File: config.mk
export PLATFORM = sky130hd
export DESIGN_NAME = spi_sclk_gen
export DESIGN_NICKNAME = d
export VERILOG_FILES = /design/src/rtl/spi_pkg.sv /design/src/rtl/spi_half_period_cnt.sv /design/src/rtl/spi_sclk_gen.sv
export SDC_FILE = /design/constraint.sdc
export NUM_CORES = 1
export LEC_CHECK = 0
export CAP_MARGIN = 20
export CORE_MARGIN = 2
export CORE_UTILIZATION = 50
export CTS_BUF_LIST = sky130_fd_sc_hd__clkbuf_8
export DETAILED_ROUTE_END_ITERATION = 12
export GPL_TIMING_DRIVEN = 0
export MAX_ROUTING_LAYER = met4
export PLACE_DENSITY = 0.76
export SKIP_LAST_GASP = 1
export SLEW_MARGIN = 15
export SYNTH_ARGS = -nofsm -noshare
export SYNTH_HDL_FRONTEND = slang
export SYNTH_HIERARCHICAL = 1
export SYNTH_SLANG_ARGS = --single-unit
File: constraint.sdc
create_clock -name clk -period 1.9 [get_ports clk]
set_input_delay 0.38 -clock clk [delete_from_list [all_inputs] [get_ports clk]]
set_output_delay 0.38 -clock clk [all_outputs]
set_load 0.05 [all_outputs]
File: src/rtl/spi_pkg.sv
// spi_pkg: shared FSM state type, default transfer length and counter width helpers for spi_sclk_gen.
package spi_pkg;
  typedef enum logic {IDLE, RUN} state_t;
  localparam int SPI_MAXLEN_DEF = 16;
  function automatic int pulse_w(input int maxlen);
    return $clog2(maxlen) + 1;
  endfunction
  function automatic int edge_w(input int maxlen);
    return pulse_w(maxlen) + 1;
  endfunction
endpackage

File: src/rtl/spi_half_period_cnt.sv
// spi_half_period_cnt: counts 0..div and pulses tick on the wrap cycle.
module spi_half_period_cnt #(
  parameter int DIV_W = 16
) (
  input  logic             clk,
  input  logic             rst,
  input  logic             clr,
  input  logic             en,
  input  logic [DIV_W-1:0] div,
  output logic             tick
);
  logic [DIV_W-1:0] cnt;
  assign tick = en && cnt == div;
  always_ff @(posedge clk)
    if (rst || clr) cnt <= '0;
    else if (en) cnt <= tick ? '0 : cnt + 1'b1;
endmodule

File: src/rtl/spi_sclk_gen.sv
// spi_sclk_gen: SPI SCLK generator with mode-aware sample/shift strobes.
// Define SPI_SCLK_GEN_ABORT_EN to add an abort input that ends a running transfer early.
module spi_sclk_gen
  import spi_pkg::*;
#(
  parameter int SPI_MAXLEN = SPI_MAXLEN_DEF,
  parameter int DIV_W      = 16
) (
  input  logic                          clk,
  input  logic                          rst,
  input  logic [DIV_W-1:0]              div,
  input  logic [$clog2(SPI_MAXLEN):0]   n_pulses,
  input  logic                          cpol,
  input  logic                          cpha,
  input  logic                          start,
`ifdef SPI_SCLK_GEN_ABORT_EN
  input  logic                          abort,
`endif
  output logic                          busy,
  output logic                          done,
  output logic                          sclk,
  output logic                          sample_stb,
  output logic                          shift_stb
);
  localparam int PW = pulse_w(SPI_MAXLEN);
  localparam int EW = edge_w(SPI_MAXLEN);
  state_t state, nxt;
  logic [DIV_W-1:0] div_q;
  logic [PW-1:0] n_q;
  logic cpol_q, cpha_q;
  logic [EW-1:0] ecnt, k;
  logic tick, accept, last, lead, abort_run;
  assign accept = state == IDLE && start && n_pulses != '0;
`ifdef SPI_SCLK_GEN_ABORT_EN
  assign abort_run = state == RUN && abort;
`else
  assign abort_run = 1'b0;
`endif
  assign k = ecnt + EW'(1);
  assign last = k == {n_q, 1'b0};
  assign lead = k[0];
  assign busy = state == RUN;
  spi_half_period_cnt #(.DIV_W(DIV_W)) u_hp (
    .clk (clk),
    .rst (rst),
    .clr (accept),
    .en  (busy && !abort_run),
    .div (div_q),
    .tick(tick)
  );
  always_comb
    nxt = accept ? RUN : (busy && (abort_run || (tick && last))) ? IDLE : state;
  always_ff @(posedge clk)
    if (rst) state <= IDLE;
    else state <= nxt;
  // Odd toggles (k[0]=1) are leading edges; the final trailing shift is dropped in mode cpha=0.
  always_ff @(posedge clk)
    if (rst) begin
      sclk       <= 1'b0;
      done       <= 1'b0;
      sample_stb <= 1'b0;
      shift_stb  <= 1'b0;
      ecnt       <= '0;
      div_q      <= '0;
      n_q        <= '0;
      cpol_q     <= 1'b0;
      cpha_q     <= 1'b0;
    end else begin
      done       <= (state == IDLE && start && n_pulses == '0) || abort_run || (busy && tick && last);
      sample_stb <= 1'b0;
      shift_stb  <= 1'b0;
      if (state == IDLE) begin
        sclk <= cpol;
        ecnt <= '0;
        if (accept) begin
          div_q  <= div;
          n_q    <= n_pulses;
          cpol_q <= cpol;
          cpha_q <= cpha;
        end
      end else if (abort_run) begin
        sclk <= cpol_q;
      end else if (tick) begin
        sclk       <= ~sclk;
        ecnt       <= k;
        sample_stb <= lead ? !cpha_q : cpha_q;
        shift_stb  <= lead ? cpha_q : !cpha_q && !last;
      end
    end
endmodule

* Yosys cells after proc, flatten, opt, wreduce, memory -nomap -nowiden
Cells that the tools add are included.
Word-level totals: bits in registers 49, input bits 26, output and inout bits 5, word-level logic and storage cells 44
Operators by class: add/subtract/negate cells 2, equality and inequality tests 3, muxes and demuxes 7, bitwise logic cells 3, reduce and logical (&&, ||, !) cells 19
Operator list (count):
- $add A16 B1 Y16 const B | 1
- $eq A16 B16 Y1 | 1
- $mux W16 | 1
- $logic_and A1 B1 Y1 | 9
- $add A6 B1 Y6 const B | 1
- $eq A6 B6 Y1 | 1
- $mux W1 | 6
- $logic_not A5 Y1 | 1
- $reduce_bool A5 Y1 | 1
- $not A1 Y1 | 3
- $reduce_or A3 Y1 | 1
- $logic_not A1 Y1 | 2
- $logic_or A1 B1 Y1 | 2
- $ne A2 B1 Y1 const B | 1
- $reduce_and A2 Y1 | 1
- $reduce_bool A2 Y1 | 1
- $reduce_or A2 Y1 | 1

* Depth between registers and ports, before layout
word-level depth 6, mapped depth 9, depth with buffers taken out 7

* Cells and area by module
Netlist, hierarchy kept.
Modules (own cells, without submodules):
- spi_sclk_gen | instances 1, cells each 156, area each 1355.0 sq um, sequential area each 660.6 sq um
- spi_half_period_cnt | instances 1, cells each 113, area each 1028.5 sq um, sequential area each 320.3 sq um

* Worst setup path before layout
Ideal clock, no wire load.
kind register to register, start register state (netlist: busy), end register u_hp.cnt[9], setup time 0.073 ns, arrival 2.210 ns, required time 1.827 ns, slack -0.383 ns, stages on the path, launching flop included 9, path buffers 3, clock period less this slack 2.283 ns, path through dfxtp_1 > nor2b_4 > a21bo_2 > inv_2 > buf_6 > or2_2 > buf_1 > buf_2 > nor3_4
Between the ends: cells in the longest elaborated chain, start to end 4, elaborated cells between the ends (all ways) 6, those cells by class 1 x mux; 1 x bitwise; 4 x reduce/logical
RTL lines:
- from (decl) | RTL line spi_sclk_gen.sv:27 | state_t state, nxt;
- from (signal assigned) | RTL line spi_sclk_gen.sv:55 | else state <= nxt;
- $not A1 Y1 (no source line)
- $logic_and A1 B1 Y1 (2 in series) | RTL line spi_sclk_gen.sv:33 | assign accept = state == IDLE && start && n_pulses != '0;
- net accept | RTL line spi_sclk_gen.sv:32 | logic tick, accept, last, lead, abort_run;
- $logic_or A1 B1 Y1 | RTL line spi_half_period_cnt.sv:15 | if (rst || clr) cnt <= '0;
- to (signal assigned) | RTL line spi_half_period_cnt.sv:16 | else if (en) cnt <= tick ? '0 : cnt + 1'b1;
- to (decl) | RTL line spi_half_period_cnt.sv:12 | logic [DIV_W-1:0] cnt;
The timed path passes the listed nets, and every way through them passes these cells. A chain may end at the register's enable or synchronous reset.

* Worst setup path after layout
start register u_hp.cnt[8], end register shift_stb
Between the ends: cells in the longest elaborated chain, start to end 4
RTL lines:
- $eq A16 B16 Y1 | RTL line spi_half_period_cnt.sv:13 | assign tick = en && cnt == div;
- $logic_and A1 B1 Y1 | RTL line spi_half_period_cnt.sv:13
- net tick | RTL line spi_sclk_gen.sv:32
- $not A1 Y1 (no source line)
- $reduce_or A3 Y1 (no source line)
- to (signal assigned) | RTL line spi_sclk_gen.sv:87 | shift_stb <= lead ? cpha_q : !cpha_q && !last;
- to (decl) | RTL line spi_sclk_gen.sv:23 | output logic shift_stb
The timed path passes the listed nets, and every way through them passes these cells.

==> flow_summary.ini <==
[placed_design]
routabilityCongestion = 0.823
post-dp-hpwl_mm = 3.74
place_area_mm2 = 0.00277
place_ws_ns = -0.651
port_buffers = 30

[global_route]
grtUsageTotal = 0.216
grt_pass1_vias = 1875
grt_overflow = 0
grt_max_degree = 14
grt_pass1_wl_mm = 8.78
antenna_found_initial = 0

[synthesis]
async_flop_share = 0
synth_ff_type = dfxtp_1
yosysMostFrequentCell = dfxtp_1
synth_top_area_frac = 0.412
ys_top_cells_by_area = dfxtp_1 (41%), xor2_1 (11%), nand2_1 (7.2%)
synth.net_count = 297
syn_area_mm2 = 0.00238
synth_top_area_cell = dfxtp_1
yosysWarnings = 6
postSynthAreaPerCell_um2 = 8.86
ys_types = 40
synth_cells = 269
synth_common_cells = dfxtp_1 (49), nand2_1 (46), xor2_1 (29)
ys_seq_area_frac = 0.412
synth-edff-count = 0
ys_ff_latch = 49

[cts]
cts_sinks = 49
path_clk_slew_ns = 0.08
cts_max_level = 2
cts_buffer_depth = 2
tritoncts = built
clk_latency_ns = 0.30
clockRootBuffer = clkbuf_8
cts_made_buffers = 5

[power]
switchingPower_uw = 535
p_clk_frac = 0.299
power.internal_uw = 1520
p_leak_uw = 0.00118
swShare = 0.261
seqPwrFrac = 0.534
power_frac_comb = 0.167
irDropWorstVdd_uv = 426
pwr_density_cell_mw_per_mm2 = 686

[routing]
drtAntennaViolNets = 0
first_pass_iters = 4
route.met2.wl_mm = 2.46
wl_met1_mm = 2.53
totalWireLength_mm = 5.29
avgRoutedWirePerCell_um = 14.4
viasPerCell = 5.42
dr.max_layer_used = met4
drtIter0Drc = 99
wl_met3_um = 214
drc = 0
vias = 1995

[sta]
hold_violations = 0
min_period_ns = 2.00
post-route-period-util = 1.05
setup_viol = 9
fmax_ghz = 0.500
worst_slack_ns = -0.102
slew_viol_final = 0
tightest_slew_ns = 0.507
skew_ns = 0.00233
slew_headroom = 0.661
rsz0062_at_grt = true
hold_ws_ns = 0.423

[setup_path]
cp_slowest_cell = dfxtp_1
worstSetupEndpointType = flop
crit_path_start_kind = flop
path_max_fanout = 7
worstPathCellList = xor2_1 -> nor4_1 -> nand2_1 -> nor4b_4 -> buf_6 -> buf_4 -> buf_6 -> nand3_1 -> a21oi_1
critPathArrivalTime_ns = 2.24
rrSetupSlack_ns = -0.10
slowest_delay_ns = 0.36
cp_top_family = simple AND/OR/NAND/NOR gates
crit_buf_inv = 3
worstSetupPathType = flop to flop
cp.required_ns = 2.14
crit_top_cell = buf_6

[floorplanning]
die_x_um = 73.0
die_h_um = 73.0
initial_core_util = 0.511
core_area_mm2 = 0.00466
die_area_mm2 = 0.00534
rows = 25
ios = 31

[finish]
utilization = 0.642
nNetsFinal = 342
syn_to_final_growth_pct = 25.6
antennaDiodeCount = 0
final_area_mm2 = 0.00299
drive_gt1_frac = 0.178

[run_status]
violations = setup timing
outcome = finished, violations left

[hold_path]
hp-class = primary input to flop

[run]
cap_violations = 0
==> logic make-up after synthesis <==
family | Yosys count | share of synthesized area
AO/OA/AOI/OAI | 30 | 0.0766
XOR/XNOR | 47 | 0.176
buffers and inverters | 18 | 0.0504
adder cells (fa/ha/maj) | 2 | 0.0105
flip-flops | 49 | 0.412
multiplexers | 1 | 0.00420
AND/OR/NAND/NOR | 122 | 0.271
==> layout make-up <==
| class | count | area, µm² |
|---|---|---|
| Multi-Input combinational cell | 202 | 1330 |
| Buffer | 14 | 126 |
| Timing Repair Buffer | 39 | 373 |
| Clock buffer | 6 | 82.6 |
| Tap cell | 54 | 67.6 |
| Sequential cell | 49 | 995 |
| Clock inverter | 1 | 3.75 |
| Inverter | 3 | 13.8 |
| Fill cell | 405 | 1670 |
==> per-layer routing <==
| metal | global-route usage | up-vias |
|---|---|---|
| met5 | - | - |
| met4 | 0.0597 | 0 |
| met3 | 0.0511 | 11 |
| met2 | 0.328 | 43 |
| met1 | 0.287 | 937 |
| li1 | - | 1004 |
==> per-stage QoR <==
stage               power (µW)  instances  setup TNS, ns
floorplan                 1300        269              0
global placement          1410        353         -11.32
detailed placement        1410        353         -12.31
CTS                       2040        365         -0.125
global route              2130        368          -1.69
finish                    2050        368         -0.525
==> flip-flops by register name, summed over array words and instances, names as in the netlist <==
register,flops
div_q,16
u_hp/cnt,16
ecnt,6
n_q,5
busy,1
cpha_q,1
done,1
sample_stb,1
sclk,1
shift_stb,1
==> power by group through the flow <==
stage	logic [µW]	registers [µW]	clock network, µW
after floorplan	176	1130	0
after global placement	287	1120	0
after detailed placement	291	1120	0
after CTS	319	1100	625
after global routing	371	1100	654
final	343	1100	614
==> cells in the final DEF, fill, tap and decap left out, types with 3 or more instances in the layout <==
cell / instances
xor2_1: 28
nor3_2: 10
nor3_1: 7
nor4_1: 5
clkdlybuf4s50_1: 25
a22oi_1: 4
dlygate4sd2_1: 3
clkbuf_8: 6
clkbuf_1: 3
nor4_2: 4
dfxtp_1: 42
nand4_1: 9
a21oi_1: 20
xnor2_1: 17
nand3_1: 9
nand2_1: 46
nor2_1: 20
dfxtp_2: 5
buf_6: 5
buf_4: 10
inv_1: 3
==> timing repair <==
action,in CTS,in global routing
pin swaps,7,9
setup endpoints to repair,28,25
resized for setup,11,14
setup buffers,6,3
hold buffers,0,0
==> path summary, 6_finish.rpt <==
| check | startpoint | endpoint | cells past startpoint |
|---|---|---|---|
| worst max register to register | u_hp/cnt[8] | shift_stb | 9 |
| worst min register to register | div_q[5] | div_q[5] | 2 |
| worst max-delay path | u_hp/cnt[8] | shift_stb | 9 |
| worst min-delay path | n_pulses[2] | n_q[2] | 3 |
==> tightest hold or removal path, stage by stage <==
cell,delay [ns]
dlymetal6s2s_1,0.13
a22oi_1,0.10
nor2_1,0.08
Note: power is estimated with default switching activity, not from simulation.
